$ cat config.mk
export PLATFORM = sky130hd
export DESIGN_NAME = serial_word_comp_flat
export DESIGN_NICKNAME = d
export VERILOG_FILES = /design/src/rtl/serial_word_comp_if.sv /design/src/rtl/serial_word_comp.sv /design/src/flat_wrapper.sv
export SDC_FILE = /design/constraint.sdc
export NUM_CORES = 1
export LEC_CHECK = 0
export ABC_AREA = 1
export BUFFER_PORTS_ARGS = -buffer_cell sky130_fd_sc_hd__buf_2
export CORE_MARGIN = 10
export CORE_UTILIZATION = 35
export CTS_CLUSTER_DIAMETER = 100
export DETAILED_ROUTE_END_ITERATION = 10
export SLEW_MARGIN = 25
export SYNTH_ARGS = -nofsm -noshare
export SYNTH_HDL_FRONTEND = slang
export SYNTH_SLANG_ARGS = --single-unit
$ cat constraint.sdc
create_clock -name clk -period 1.7 [get_ports clk]
set_clock_uncertainty 0.1 [all_clocks]
set_input_delay 0.255 -clock clk [delete_from_list [all_inputs] [get_ports clk]]
set_output_delay 0.255 -clock clk [all_outputs]
set_load 0.03 [all_outputs]
$ cat src/rtl/serial_word_comp_if.sv
// Bit-pair stream and word-result bundle for the serial word comparator.
// The master drives the bit stream; the slave returns the registered word decision.
interface serial_word_comp_if #(
    parameter int WIDTH = 8
);
    localparam int CW = $clog2(WIDTH + 1);

    logic          start;
    logic          valid;
    logic          x;
    logic          y;
    logic          busy;
    logic          done;
    logic          eq;
    logic          gt;
    logic          lt;
    logic [CW-1:0] mism_cnt;

    modport master (
        output start, valid, x, y,
        input  busy, done, eq, gt, lt, mism_cnt
    );

    modport slave (
        input  start, valid, x, y,
        output busy, done, eq, gt, lt, mism_cnt
    );
endinterface

$ cat src/rtl/serial_word_comp.sv
// Bit-serial MSB-first word comparator: folds WIDTH bit pairs into a registered
// eq/gt/lt decision plus Hamming distance, announced by a one-cycle done pulse.
module serial_word_comp #(
    parameter int WIDTH = 8
) (
    input  logic                clk,
    input  logic                rst_n,
    serial_word_comp_if.slave   bus
);
    localparam int CW = $clog2(WIDTH + 1);
    localparam int BW = $clog2(WIDTH);
    localparam logic [BW-1:0] LAST_BIT = BW'(WIDTH - 1);

    typedef enum logic [1:0] {
        IDLE  = 2'd0,
        SHIFT = 2'd1,
        DONE  = 2'd2
    } state_t;

    state_t        state_r, state_s;
    logic [BW-1:0] bit_cnt_r, bit_cnt_s;
    logic [CW-1:0] cnt_r, cnt_s;
    logic          decided_r, decided_s;
    logic          gt_i_r, gt_i_s;
    logic          lt_i_r, lt_i_s;
    logic          busy_r, busy_s;
    logic          done_r, done_s;
    logic          eq_r, eq_s;
    logic          gt_r, gt_s;
    logic          lt_r, lt_s;
    logic [CW-1:0] mism_r, mism_s;

    // Next-state, word-accumulation and result logic.
    always_comb begin
        state_s   = state_r;
        bit_cnt_s = bit_cnt_r;
        cnt_s     = cnt_r;
        decided_s = decided_r;
        gt_i_s    = gt_i_r;
        lt_i_s    = lt_i_r;
        eq_s      = eq_r;
        gt_s      = gt_r;
        lt_s      = lt_r;
        mism_s    = mism_r;

        case (state_r)
            IDLE, DONE: begin
                if (bus.start) begin
                    state_s   = SHIFT;
                    bit_cnt_s = '0;
                    cnt_s     = '0;
                    decided_s = 1'b0;
                    gt_i_s    = 1'b0;
                    lt_i_s    = 1'b0;
                    eq_s      = 1'b0;
                    gt_s      = 1'b0;
                    lt_s      = 1'b0;
                    mism_s    = '0;
                end else begin
                    state_s = IDLE;
                end
            end
            SHIFT: begin
                if (bus.start) begin
                    bit_cnt_s = '0;
                    cnt_s     = '0;
                    decided_s = 1'b0;
                    gt_i_s    = 1'b0;
                    lt_i_s    = 1'b0;
                end else if (bus.valid) begin
                    bit_cnt_s = bit_cnt_r + BW'(1);
                    if (bus.x != bus.y) begin
                        cnt_s = cnt_r + CW'(1);
                        // Only the first (most significant) differing bit decides the order.
                        if (!decided_r) begin
                            decided_s = 1'b1;
                            gt_i_s    = bus.x & ~bus.y;
                            lt_i_s    = ~bus.x & bus.y;
                        end else begin
                            decided_s = decided_r;
                        end
                    end else begin
                        cnt_s = cnt_r;
                    end
                    if (bit_cnt_r == LAST_BIT) begin
                        state_s = DONE;
                        eq_s    = ~decided_s;
                        gt_s    = gt_i_s;
                        lt_s    = lt_i_s;
                        mism_s  = cnt_s;
                    end else begin
                        state_s = SHIFT;
                    end
                end else begin
                    state_s = SHIFT;
                end
            end
            default: begin
                state_s = IDLE;
            end
        endcase

        busy_s = (state_s == SHIFT);
        done_s = (state_s == DONE);
    end

    // State, accumulator and output registers with synchronous reset.
    always_ff @(posedge clk) begin
        if (!rst_n) begin
            state_r   <= IDLE;
            bit_cnt_r <= '0;
            cnt_r     <= '0;
            decided_r <= 1'b0;
            gt_i_r    <= 1'b0;
            lt_i_r    <= 1'b0;
            busy_r    <= 1'b0;
            done_r    <= 1'b0;
            eq_r      <= 1'b0;
            gt_r      <= 1'b0;
            lt_r      <= 1'b0;
            mism_r    <= '0;
        end else begin
            state_r   <= state_s;
            bit_cnt_r <= bit_cnt_s;
            cnt_r     <= cnt_s;
            decided_r <= decided_s;
            gt_i_r    <= gt_i_s;
            lt_i_r    <= lt_i_s;
            busy_r    <= busy_s;
            done_r    <= done_s;
            eq_r      <= eq_s;
            gt_r      <= gt_s;
            lt_r      <= lt_s;
            mism_r    <= mism_s;
        end
    end

    assign bus.busy     = busy_r;
    assign bus.done     = done_r;
    assign bus.eq       = eq_r;
    assign bus.gt       = gt_r;
    assign bus.lt       = lt_r;
    assign bus.mism_cnt = mism_r;
endmodule

$ cat src/flat_wrapper.sv
// flat-port wrapper written by rule: the top's interface ports become plain ports
module serial_word_comp_flat 
#(
    parameter int WIDTH = 8
)
  (clk, rst_n, bus_start, bus_valid, bus_x, bus_y, bus_busy, bus_done, bus_eq, bus_gt, bus_lt, bus_mism_cnt);
  serial_word_comp_if #(.WIDTH(WIDTH)) bus_i ();
  input  logic clk;
  input  logic rst_n;
  input wire logic [$bits(bus_i.start)-1:0] bus_start;
  input wire logic [$bits(bus_i.valid)-1:0] bus_valid;
  input wire logic [$bits(bus_i.x)-1:0] bus_x;
  input wire logic [$bits(bus_i.y)-1:0] bus_y;
  output wire logic [$bits(bus_i.busy)-1:0] bus_busy;
  output wire logic [$bits(bus_i.done)-1:0] bus_done;
  output wire logic [$bits(bus_i.eq)-1:0] bus_eq;
  output wire logic [$bits(bus_i.gt)-1:0] bus_gt;
  output wire logic [$bits(bus_i.lt)-1:0] bus_lt;
  output wire logic [$bits(bus_i.mism_cnt)-1:0] bus_mism_cnt;
  assign bus_i.start = bus_start;
  assign bus_i.valid = bus_valid;
  assign bus_i.x = bus_x;
  assign bus_i.y = bus_y;
  assign bus_busy = bus_i.busy;
  assign bus_done = bus_i.done;
  assign bus_eq = bus_i.eq;
  assign bus_gt = bus_i.gt;
  assign bus_lt = bus_i.lt;
  assign bus_mism_cnt = bus_i.mism_cnt;
  serial_word_comp #(.WIDTH(WIDTH)) u_core (.clk(clk), .rst_n(rst_n), .bus(bus_i));
endmodule
# == Word-level counts from Yosys, hierarchy flattened ==
# Index checks and enable logic that the tools add are counted.
# classes
bitwise_logic,5
eq_ne,11
addsub,2
reduce_logical,5
muxes,48
# ops
operator,n
4-bit 2-to-1 mux,7
1-bit 2-to-1 mux,25
4-bit case mux with 2 select lines,2
1-bit case mux with 2 select lines,6
3-bit 2-to-1 mux,3
2-bit 2-to-1 mux,3
"2-bit inequality test, second input constant",3
3-bit case mux with 2 select lines,1
5-bit AND reduction,1
"4-bit by 1-bit adder with 4-bit output, second input constant",1
"2-bit by 1-bit == test with 1-bit output, second input constant",2
"2-bit == test, second input constant",2
2-bit case mux with 2 select lines,1
"3-bit by 1-bit adder with 3-bit output, second input constant",1
"3-bit == test, second input constant",1
"3-bit inequality test, second input constant",1
1-bit inverter,3
3-bit AND reduction,1
1-bit bitwise AND,2
2-bit zero test,1
"2-bit by 1-bit inequality test with 1-bit output, second input constant",1
2-bit nonzero test,1
2-bit OR reduction,1
1-bit inequality test,1
# totals
regBits,21
out_inout_bits,9

# == Depth between registers and ports, before layout ==
# logic_depth
depth_word,10
mapped_depth,9
mapped_depth_nobuf,9

# == Worst setup path after synthesis ==
# OpenSTA, ideal clock, no wires.
# synth_path
path_type,register -> register
from,register u_core.bit_cnt_r[0]
to,register u_core.eq_r (netlist: u_core.bus.eq)
slack_ns,0.308
setup_ns,0.115
n_path_buf,0
arrival_ns,1.177
period_less_slack_ns,1.392
path_stages_with_launch,10
path_cell_list,dfxtp_1 -> ha_1 -> ha_1 -> nand2_1 -> nor2_2 -> nand2_4 -> nand2_4 -> inv_2 -> a21oi_1 -> nor2_1
# synth_between
elab_chain_len,3
# synth_rtl
item,line,text
start: declaration,serial_word_comp.sv:21,"logic [BW-1:0] bit_cnt_r, bit_cnt_s;"
start signal: assignment,serial_word_comp.sv:124,bit_cnt_r <= bit_cnt_s;
3-bit == test,serial_word_comp.sv:85,if (bit_cnt_r == LAST_BIT) begin
2-bit by 1-bit inequality test with 1-bit output (no line),n/a,
5-bit AND reduction (no line),n/a,
end signal: assignment,serial_word_comp.sv:131,eq_r <= eq_s;
end: declaration,serial_word_comp.sv:28,"logic eq_r, eq_s;"
# No other way between the ends.
# A chain may end at the register's enable or synchronous reset.

# == Worst setup path after layout ==
# Same ends and word-level chain as after synthesis.

==> results by group <==
STA
  • Minimum clock period: ~1.5 ns
  • Final setup TNS: 0 ns
  • Final period util: around 90%
  • Final worst-path setup slack: around 0.18 ns
  • Final Hold Viols: 0
  • Tightest Pin Transition: 0.674 ns
  • Final-report max-slew violation count: 0
  • Max Freq: between 0.6 and 0.7 GHz
  • RSZ-0062 raised after global routing: false
  • Rel. slew slack: roughly 55%
  • Final setup fails: 0

Clock network
  • Max H-tree Level: 1
  • Clock buffer count from CTS: 3
  • Sink Count: 21
  • CTS tree: yes
  • Worst-Skew Late Latency: approximately 0.31 ns
  • Clock transition at the registers of the reported paths: between 0.1 and 0.15 ns
  • Max Buffers Root-to-Sink: 2
  • Postcts setup bufs: 0
  • Root buffer cell: clkbuf_4

Worst setup path
  • Internal reg-to-reg setup slack: roughly 0.18 ns
  • CP startpoint kind: flop
  • Critical Path End Type: flop
  • WP data required: 1.82 ns
  • Reg2reg start: u_core.bit_cnt_r[0]
  • CP Launch Point: u_core.bit_cnt_r[0]
  • Crit path max fanout: 9
  • R2R Path End: u_core.bus.eq
  • Worst r2r path cells: 9
  • Setup crit end: u_core.bus.eq
  • Crit path arrival time: about 1.6 ns
  • Setup CP Type: flop to flop

Placed design
  • Routability cong.: 0.826
  • Port bufs: 14
  • Placed cells: about 170
  • Post-Place Worst Slack: between 0.1 and 0.15 ns
  • DP HPWL: around 1700 um

Layout
  • Layout area overhead: 11.6%
  • Layout Cells excl Fill: 178
  • Share of cells above drive strength 1: 31.3%
  • Nets: 159
  • Fillers: around 300
  • Antenna diode count: 0

Power and ir drop
  • Max rail drop VDD: around 0.41 mV
  • Leakage power: between 0.0005 and 0.0006 uW
  • Cell Pwr Density: about 810 nW/um2

Floorplanning
  • DIE WIDTH: ~74 um
  • Top Ports: 15
  • Initial Util: 37.0%
  • CORE AREA: 2810 um2
  • Die ar.: ~5500 um2
  • FP Rows: 19
  • Die H: roughly 74 um

Synth
  • Synth Cell Area: 1040 um2
  • Yosys warning count: 0
  • Average footprint of a synthesized cell: slightly below 8 um2
  • Post-synth net total: 143
  • Post-synthesis sequential area ratio: approximately 40%
  • Unique masters post-synth: 23
  • Seq cells post-synth: 21
  • Mapped Cells: 132

Global routing
  • First-pass GRT wire length: roughly 3800 um
  • Vias in the first global route: around 860
  • Largest net degree at the start of global routing: 14
  • Total track usage: ~8.4%
  • Initial antenna violation count: 0
  • Global route overflow: 0

Drt
  • Final wirelength: 2160 um
  • Initial DRC Count: between 40 and 50
  • Vias per inst: ~4.8
  • ANT nets after route: 0
  • Post-route DRC: 0
  • Drt pass-1 iters: 4
  • WL/cell: approximately 12 um
  • Via count: between 800 and 900

Outcome
  • Status: complete, no violations

Worst hold path
  • Hold crit path type: primary input to flop

Flow run
  • Max-cap violation count: 0
-- worst min-delay path by stage --
stage	from	to	slack, ns	depth (start not counted)
final	rst_n	u_core.decided_r	0.14	3
after global routing	rst_n	u_core.decided_r	0.13	3
after CTS	rst_n	u_core.decided_r	0.13	3
after detailed placement	u_core.bus.gt	u_core.bus.gt	0.36	2
after global placement	u_core.bit_cnt_r[0]	u_core.bit_cnt_r[0]	0.35	1
after floorplan	rst_n	u_core.decided_r	0.26	2
-- cell type report --
type | count | area [um2] | share of cell area, %
well taps | 31 | 38.8 | 3.35
repair buffers | 14 | 70.1 | 6.05
multi-input cells | 93 | 543 | 46.9
flip-flops and latches | 21 | 420 | 36.3
clock buffers | 3 | 22.5 | 1.94
clock inverters | 1 | 5.00 | 0.432
inverters | 15 | 58.8 | 5.08
-- power breakdown --
| group | internal, uW | switching, uW |
|---|---|---|
| sequential | 512 | 13.8 |
| combinational | 49.5 | 117 |
| clock | 88.1 | 162 |
-- cells in the final DEF (no fill, tap or decap) --
| cell type | instances |
|---|---|
| nand2_2 | 9 |
| xor2_1 | 1 |
| xnor2_1 | 1 |
| a21oi_1 | 6 |
| nor2_4 | 1 |
| nand4_1 | 1 |
| nand2_4 | 2 |
| nand3_1 | 6 |
| dfxtp_1 | 21 |
| clkinv_2 | 1 |
| a21oi_2 | 7 |
| o21ai_1 | 6 |
| nor2_2 | 1 |
| nor2_1 | 20 |
| inv_2 | 3 |
| nand2_1 | 18 |
| ha_1 | 5 |
| o21ai_0 | 3 |
| clkbuf_4 | 3 |
| nand3_2 | 1 |
| inv_4 | 1 |
| buf_2 | 14 |
| o21ai_2 | 3 |
| inv_1 | 11 |
| nor3b_1 | 2 |
-- per-stage QoR --
stage	hold slack, ns	util, %	cell area [um2]	power (uW)
after floorplan	0.263	-	1040	664
after global placement	0.350	40.1	1130	702
after detailed placement	0.355	40.1	1130	704
after CTS	0.133	41.1	1150	951
after global routing	0.130	41.3	1160	999
final	0.138	41.3	1160	942
-- critical path, stage by stage, from the launching register on --
cell and delay, ns:
dfxtp_1 0.37, ha_1 0.16, ha_1 0.13, nand2_1 0.09, nor2_4 0.14, nand2_4 0.07, nand2_4 0.11, inv_2 0.08
a21oi_1 0.12, nor2_1 0.05
-- cells in the mapped netlist --
master | n | share of area [%]
o21ai_0 | 3 | 1.4
nor2_1 | 20 | 7.2
nor2_2 | 2 | 1.2
o21ai_1 | 6 | 2.9
inv_1 | 11 | 4.0
nand4_1 | 1 | 0.60
nor3b_1 | 2 | 1.4
nand2_1 | 18 | 6.5
xor2_1 | 1 | 0.84
nand2_4 | 2 | 2.2
buf_2 | 2 | 0.96
xnor2_1 | 1 | 0.84
inv_4 | 1 | 0.60
nand3_2 | 1 | 0.96
ha_1 | 5 | 6.0
nand3_1 | 6 | 2.9
nand2_2 | 9 | 5.4
a21oi_1 | 6 | 2.9
dfxtp_1 | 21 | 40
o21ai_2 | 3 | 2.5
inv_2 | 3 | 1.1
buf_6 | 1 | 1.1
a21oi_2 | 7 | 5.9
-- layer usage --
layer  vias up  GRT usage, %  part of all wire (%)
li1        457             -                     -
met1       372          10.0                    49
met2        13          14.3                    46
met3         4          2.93                   3.8
met4         0          1.89                   1.0
met5         -             0                     0
-- timing repair --
action / in CTS / in global routing
hold buffers: 0 / 0
resized for setup: 0 / 1
endpoints found under the setup margin: 0 / 1
-- flip-flops by register name (all words and copies together) (netlist names) --
| name | count |
|---|---|
| u_core.decided_r | 1 |
| u_core.bus.done | 1 |
| u_core.bus.gt | 1 |
| u_core.bus.busy | 1 |
| u_core.bus.lt | 1 |
| u_core.cnt_r | 4 |
| u_core.bus.mism_cnt | 4 |
| u_core.gt_i_r | 1 |
| u_core.state_r | 2 |
| u_core.lt_i_r | 1 |
| u_core.bus.eq | 1 |
| u_core.bit_cnt_r | 3 |
-- cell families (layout without fill, tap and decap cells) --
logic type	Yosys count	in the layout	synth area share (%)
compound gates	25	25	15.7
xor+xnor	2	2	1.69
fa+ha+maj	5	5	6.02
buf+inv	18	33	7.71
flops	21	21	40.5
simple gates	61	61	28.4
Power figures use the tool's default switching activity.
